`src/rtl/incr_share_arbiter.sv`:
```
// rtl/incr_share_arbiter.sv - round-robin sharing of one ripple incrementer between requesters A and B
// Optional saturation of the result is enabled by defining INCR_SHARE_SAT_EN.

module full_adder (
  input  logic a_i,
  input  logic b_i,
  input  logic ci_i,
  output logic s_o,
  output logic co_o
);
  assign s_o  = a_i ^ b_i ^ ci_i;
  assign co_o = (a_i & b_i) | (ci_i & (a_i ^ b_i));
endmodule

module incr_share_arbiter #(
  parameter int WIDTH = 4
) (
  input  logic             clk,
  input  logic             rst_n,
  input  logic             req_a,
  input  logic [WIDTH-1:0] opnd_a,
  input  logic             req_b,
  input  logic [WIDTH-1:0] opnd_b,
  output logic             ack_a,
  output logic             ack_b,
  output logic [WIDTH:0]   res,
  output logic             res_id,
  output logic             res_valid,
`ifdef INCR_SHARE_SAT_EN
  output logic             sat,
`endif
  output logic             busy
);

  typedef enum logic [1:0] {
    S_IDLE = 2'd0,
    S_EXEC = 2'd1,
    S_RESP = 2'd2
  } state_t;

  state_t           state_q, state_d;
  logic [WIDTH-1:0] op_q;
  logic             gnt_id_q;
  logic             last_gnt_q;
  logic [WIDTH:0]   res_q;
  logic             res_id_q;
  logic             load;
  logic             grant_b;

  // Increment is a full_adder chain with carry-in tied high and the B leg tied low.
  logic [WIDTH:0]   carry;
  logic [WIDTH-1:0] inc_sum;
  logic [WIDTH:0]   res_d;

  assign carry[0] = 1'b1;

  for (genvar i = 0; i < WIDTH; i++) begin : g_inc
    full_adder u_fa (
      .a_i (op_q[i]),
      .b_i (1'b0),
      .ci_i(carry[i]),
      .s_o (inc_sum[i]),
      .co_o(carry[i+1])
    );
  end

`ifdef INCR_SHARE_SAT_EN
  logic sat_q;
  logic sat_d;

  always_comb begin
    sat_d = carry[WIDTH];
    res_d = sat_d ? {1'b0, op_q} : {1'b0, inc_sum};
  end

  assign sat = sat_q & res_valid;
`else
  always_comb begin
    res_d = {carry[WIDTH], inc_sum};
  end
`endif

  always_comb begin
    state_d   = state_q;
    load      = 1'b0;
    grant_b   = 1'b0;
    busy      = 1'b0;
    res_valid = 1'b0;
    ack_a     = 1'b0;
    ack_b     = 1'b0;
    case (state_q)
      S_IDLE: begin
        if (req_a || req_b) begin
          // On a tie the requester that did not win last time goes first.
          grant_b = req_b && (!req_a || !last_gnt_q);
          load    = 1'b1;
          state_d = S_EXEC;
        end
      end
      S_EXEC: begin
        busy    = 1'b1;
        state_d = S_RESP;
      end
      S_RESP: begin
        busy      = 1'b1;
        res_valid = 1'b1;
        ack_a     = !gnt_id_q;
        ack_b     = gnt_id_q;
        state_d   = S_IDLE;
      end
      default: state_d = S_IDLE;
    endcase
  end

  always_ff @(posedge clk or negedge rst_n) begin
    if (!rst_n) begin
      state_q    <= S_IDLE;
      op_q       <= '0;
      gnt_id_q   <= 1'b0;
      last_gnt_q <= 1'b1;
      res_q      <= '0;
      res_id_q   <= 1'b0;
`ifdef INCR_SHARE_SAT_EN
      sat_q      <= 1'b0;
`endif
    end else begin
      state_q <= state_d;
      if (load) begin
        op_q       <= grant_b ? opnd_b : opnd_a;
        gnt_id_q   <= grant_b;
        last_gnt_q <= grant_b;
      end
      if (state_q == S_EXEC) begin
        res_q    <= res_d;
        res_id_q <= gnt_id_q;
`ifdef INCR_SHARE_SAT_EN
        sat_q    <= sat_d;
`endif
      end
    end
  end

  assign res    = res_q;
  assign res_id = res_id_q;

endmodule
```
`config.mk`:
```
export PLATFORM = sky130hd
export DESIGN_NAME = incr_share_arbiter
export DESIGN_NICKNAME = d
export VERILOG_FILES = /design/src/rtl/incr_share_arbiter.sv
export SDC_FILE = /design/constraint.sdc
export NUM_CORES = 1
export LEC_CHECK = 0
export CORE_MARGIN = 5
export CORE_UTILIZATION = 48
export CTS_CLUSTER_DIAMETER = 120
export DETAILED_ROUTE_END_ITERATION = 10
export PLACE_DENSITY = 0.9
export RECOVER_POWER = 100
export SLEW_MARGIN = 0
export SYNTH_ARGS = -nofsm -noshare
export SYNTH_HDL_FRONTEND = slang
export SYNTH_SLANG_ARGS = --single-unit
```
`constraint.sdc`:
```
create_clock -name clk -period 2.1 [get_ports clk]
set_input_delay 0.21 -clock clk [delete_from_list [all_inputs] [get_ports clk]]
set_output_delay 0.21 -clock clk [all_outputs]
set_load 0.01 [all_outputs]
```
==> results of run 1 <==
==> power by group through the flow <==
| stage | combinational [W] | clock, W | sequential [W] |
|---|---|---|---|
| after floorplan | 0.000410 | 0 | 0.000513 |
| after global placement | 0.000672 | 0 | 0.000495 |
| after detailed placement | 0.000703 | 0 | 0.000502 |
| after CTS | 0.000706 | 0.000199 | 0.000497 |
| after global routing | 0.000740 | 0.000209 | 0.000512 |
| final | 0.000651 | 0.000191 | 0.000492 |
==> path summary, 6_finish.rpt <==
check | from | endpoint | slack [ns] | depth (start not counted)
hold / removal | rst_n | res[3] | 0.38 | 1
max in group asynchronous | rst_n | res[0] | 1.33 | 1
min in group clk | res_id | res_id | 0.50 | 1
setup reg to reg | state_q[0] | op_q[0] | 0.65 | 5
setup / recovery | state_q[0] | ack_b | 0.22 | 4
hold reg to reg | res_id | res_id | 0.50 | 1
==> through the flow <==
step           area (sq um)  std cells  total power (W)  hold slack (ns)
6_report                957        101          0.00133            0.380
5_1_grt                 957        101          0.00146            0.424
4_1_cts                 961        101          0.00140            0.327
3_5_place_dp            925         97          0.00121            0.495
3_3_place_gp            925         97          0.00117            0.485
2_1_floorplan           718         63         0.000922          -0.0856
==> worst reg2reg max path: stages, from the launching register on <==
cell,delay (ns)
dfrtp_1,0.41
inv_1,0.11
ha_1,0.32
nand2_1,0.19
o21ai_0,0.21
a31oi_1,0.10
==> flip-flops by register name, summed over array words and instances (netlist names) <==
name and flops:
last_gnt_q 1, gnt_id_q 1, state_q 2, res_id 1, res 5, op_q 4
==> kinds of logic (layout without fill, tap and decap cells) <==
family	Yosys count	after routing	share of synthesized area
and+or+nand+nor	16	16	0.113
AOI/OAI and AO/OA	13	13	0.113
buffers and inverters	6	28	0.0488
muxes	7	7	0.113
adders and majority gates	7	7	0.122
DFF	14	14	0.490
==> layout by cell type (no fill, tap or decap), drive strengths merged <==
master	netlist	routed
a21boi	1	1
a21o	2	2
a31oi	4	4
and2	2	2
clkbuf	0	4
clkdlybuf4s50	0	11
dfrtp	13	13
dfstp	1	1
dlygate4sd3	0	10
ha	7	7
inv	3	3
mux2	6	6
mux2i	1	1
nand2	3	3
nand4	4	4
nor2	6	6
nor2b	1	1
o21a	1	1
o21ai	5	5
==> cell type report <==
cell class,instances,area [sq um]
flip-flops and latches,14,352
inverters,3,11.3
multi-input cells,43,328
clock buffers,4,36.3
well taps,16,20.0
fillers,120,497
repair buffers,21,210
==> routing by layer <==
metal | wire length (um) | up-vias | GRT usage
met2 | 680 | 27 | 0.207
met3 | 107 | 7 | 0.0307
met1 | 511 | 264 | 0.130
met4 | 59 | 0 | 0.117
li1 | - | 270 | -
met5 | 0 | - | 0
==> impl_metrics.json, run 1 <==
{
  "outcome": "completed",
  "cts_tree": "yes",
  "drt.antenna.violating_nets": 0,
  "max_slew_margin": 0.589,
  "dp_slack_ns": 0.550,
  "synth_edf_count": 0,
  "swShare": 0.349,
  "io_buffers": 21,
  "cts-root-buf": "clkbuf_4",
  "rsz0062_at_grt": "no",
  "finalHoldViolations": 0,
  "grt_pass1_vias": 550,
  "slowest_stage": "dlygate4sd3_1",
  "syn2layout_area_growth_pct": 33.3,
  "slowest_delay_ns": 0.59,
  "syn_avg_cell_area_sq_um": 11.4,
  "layout-drive-gt1-share": 0.153,
  "start_util": 0.494,
  "die-area_sq_mm": 0.00237,
  "min_period_over_period": 0.896,
  "cp_data_arrival_time_ns": 1.67,
  "antenna_found_initial": 0,
  "path_class": "reg -> out",
  "cts_inserted_buffers": 3,
  "switching_power_w": 0.000465,
  "crit_chain": "inv_1, ha_1, and2_1, dlygate4sd3_1",
  "place.gp.congestion": 0.792,
  "cts_max_level": 1,
  "drcViolationCount": 0,
  "setup_viol": 0,
  "routed_wl_um": 1360,
  "min_path_type": "in -> async",
  "synth-seq-cells": 14,
  "maxSlewViolCount": 0,
  "worst_clock_skew_ns": 0.000712,
  "crit_path_max_fanout": 3,
  "core_sq_mm": 0.00145,
  "synth_area_leaders": "dfrtp_1, ha_1, mux2_2",
  "num_antenna_cells": 0,
  "p_leak_nw": 0.432,
  "synth.yosys.seq_area_share": 0.490,
  "fin_tns_setup_ns": 0,
  "vias": 568,
  "seq_power_share": 0.369,
  "vdd_drop_max_mv": 0.732,
  "synth_ff_type": "dfrtp_1",
  "cpLargestDelayFamily": "buffers and inverters",
  "clk_path_buf_depth": 2,
  "clkPwrFrac": 0.143,
  "syn_inst": 63,
  "syn_nets": 82,
  "tightest_slew_ns": 0.614,
  "yosysMostFrequentCell": "dfrtp_1",
  "async_flop_share": 1.00,
  "netlist_area_sq_um": 718,
  "synth.top_cells.by_count": "dfrtp_1, ha_1, mux2_2, nor2_1, o21ai_0",
  "track_usage": 0.126,
  "first_pass_iters": 4,
  "p_int_w": 0.000869,
  "fmax_mhz": 531,
  "crit_required_ns": 1.89,
  "post_drt_wl_per_cell_um": 13.5,
  "yosysTopAreaCellShare": 0.453,
  "cts_hold_buf": 0,
  "worstSkewPairLatency_ns": 0.27,
  "finalNetCount": 105,
  "final_core_util": 0.658,
  "grt_max_degree": 15,
  "routed_via_density": 5.62,
  "maxCapViolations": 0,
  "drt_iter0_markers": 15,
  "fin_ws_ns": 0.217,
  "clkSinkCount": 14,
  "dp.final_hpwl_um": 1080,
  "grt_pass1_wl_um": 2360,
  "die_h_um": 48.7,
  "critical_path_buf_inv_count": 2,
  "yosysTopAreaCell": "dfrtp_1",
  "end_kind": "output port",
  "post_cts_buffers": 0,
  "die_w_um": 48.7,
  "io_pins": 22,
  "p_comb_frac": 0.488,
  "yosysWarnings": 0,
  "ys_types": 22,
  "cts_resized": 0,
  "rows": 14,
  "pwr_density_cell_mw_per_mm2": 1390,
  "grt_overflow": 0,
  "worstSetupStartpointType": "flop",
  "cts.reportedPaths.clkPinSlew_ns": 0.08,
  "period_minus_slack_ns": 1.88
}
No activity file was read; power rests on OpenSTA's default activity.
==> run 2, diff against run 1 <==
GPL_TIMING_DRIVEN = 0   (was default)
==> run 2 against run 1 <==
Non-clock buffer count up 2. Register-to-register slack worse by 0.11 ns. Core utilization up 0.60 points. Global-route usage down 0.064 points. Worst setup slack worse by 0.089 ns. Cell count up 2.0%. Clock skew about the same.
==> impl_metrics.json, run 2 (synthesis results as in run 1) <==
{
  "crit_path_max_fanout": 3,
  "min_path_type": "in -> reg",
  "routed_wl_um": 1440,
  "final_core_util": 0.664,
  "num_antenna_cells": 0,
  "p_leak_nw": 0.439,
  "antenna_found_initial": 0,
  "end_kind": "output port",
  "layout-drive-gt1-share": 0.161,
  "drt.antenna.violating_nets": 0,
  "drcViolationCount": 0,
  "finalHoldViolations": 0,
  "clk_path_buf_depth": 2,
  "fillCellCount": 122,
  "finalNetCount": 107,
  "io_buffers": 20,
  "worst_clock_skew_ns": 0.000905,
  "multi_input_area_sq_um": 328,
  "cts.reportedPaths.clkPinSlew_ns": 0.09,
  "die_w_um": 48.7,
  "switching_power_w": 0.000480,
  "grt_pass1_vias": 547,
  "post_drt_wl_per_cell_um": 13.9,
  "maxCapViolations": 0,
  "start_util": 0.494,
  "max_slew_margin": 0.591,
  "outcome": "completed",
  "largest_register_ffs": 5,
  "cts_resized": 0,
  "regArea_sq_um": 352,
  "cp_data_arrival_time_ns": 1.76,
  "p_comb_frac": 0.486,
  "cts_hold_buf": 0,
  "vdd_drop_max_mv": 0.635,
  "routed_via_density": 5.25,
  "cts_inserted_buffers": 3,
  "dp.final_hpwl_um": 1050,
  "grt_max_degree": 15,
  "crit_required_ns": 1.89,
  "track_usage": 0.126,
  "layout_commonest_cell": "dfrtp_1",
  "pwr_density_cell_mw_per_mm2": 1390,
  "die-area_sq_mm": 0.00237,
  "grt_pass1_wl_um": 2360,
  "worstSetupStartpointType": "flop",
  "cts_max_level": 1,
  "first_pass_iters": 4,
  "place.gp.congestion": 0.819,
  "clkSinkCount": 14,
  "tightest_slew_ns": 0.611,
  "clkPwrFrac": 0.145,
  "fmax_mhz": 507,
  "vias": 541,
  "post_cts_buffers": 0,
  "rows": 14,
  "cts_tree": "yes",
  "path_class": "reg -> out",
  "die_h_um": 48.7,
  "final_cell_mix": "dfrtp_1, dlygate4sd3_1, clkdlybuf4s50_1",
  "grt_overflow": 0,
  "p_int_w": 0.000863,
  "period_minus_slack_ns": 1.97,
  "maxSlewViolCount": 0,
  "min_period_over_period": 0.939,
  "io_pins": 22,
  "worstSkewPairLatency_ns": 0.28,
  "syn2layout_area_growth_pct": 34.5,
  "swShare": 0.357,
  "seq_power_share": 0.369,
  "setup_viol": 0,
  "drt_iter0_markers": 9,
  "cts-root-buf": "clkbuf_4",
  "rsz0062_at_grt": "no",
  "fin_tns_setup_ns": 0,
  "core_sq_mm": 0.00145
}
==> run 2: cell type report <==
class,count,share of cell area
buffer,3,0.0194
clock buffer,4,0.0376
inverter,3,0.0117
multi-input combinational,43,0.339
sequential,14,0.364
tap,16,0.0207
timing repair buffer,20,0.207
==> run 2: critical path, cell delays in order (launching register included) <==
cell and delay (ns):
dfrtp_1 0.41, inv_1 0.11, ha_1 0.17, nor2b_1 0.15, dlygate4sd3_1 0.64
==> run 2: path summary, 6_finish.rpt <==
kind | cells past startpoint | startpoint | endpoint | slack, ns
worst max register to register | 6 | state_q[0] | op_q[1] | 0.54
max in group asynchronous | 1 | rst_n | op_q[2] | 1.33
worst min-delay path | 3 | req_b | op_q[0] | 0.23
min in group asynchronous | 1 | rst_n | state_q[1] | 0.38
worst min register to register | 1 | op_q[0] | res[0] | 0.51
worst max-delay path | 4 | state_q[0] | ack_a | 0.13
==> run 2: power by group through the flow <==
stage	sequential (W)	combinational [W]	clock, W
final	0.000496	0.000652	0.000195
after floorplan	0.000513	0.000410	0
after CTS	0.000500	0.000720	0.000198
after detailed placement	0.000503	0.000707	0
after global routing	0.000517	0.000739	0.000208
after global placement	0.000495	0.000685	0
==> run 2: routing by layer <==
layer | routed length (um) | track usage | up-vias
met1 | 600 | 0.143 | 249
met3 | 97 | 0.0368 | 2
met5 | 0 | 0 | -
met4 | 27 | 0.0807 | 0
li1 | - | - | 271
met2 | 709 | 0.202 | 19
==> run 2: through the flow <==
stage	cell area [sq um]	std cells	worst slack (ns)	power, W	hold WS [ns]
finish	966	103	0.129	0.00134	0.235
global route	966	103	0.0603	0.00146	0.241
CTS	975	103	0.160	0.00142	0.229
detailed placement	938	99	0.475	0.00121	0.497
global placement	938	99	0.588	0.00118	0.487
floorplan	718	63	0.740	0.000922	-0.0856
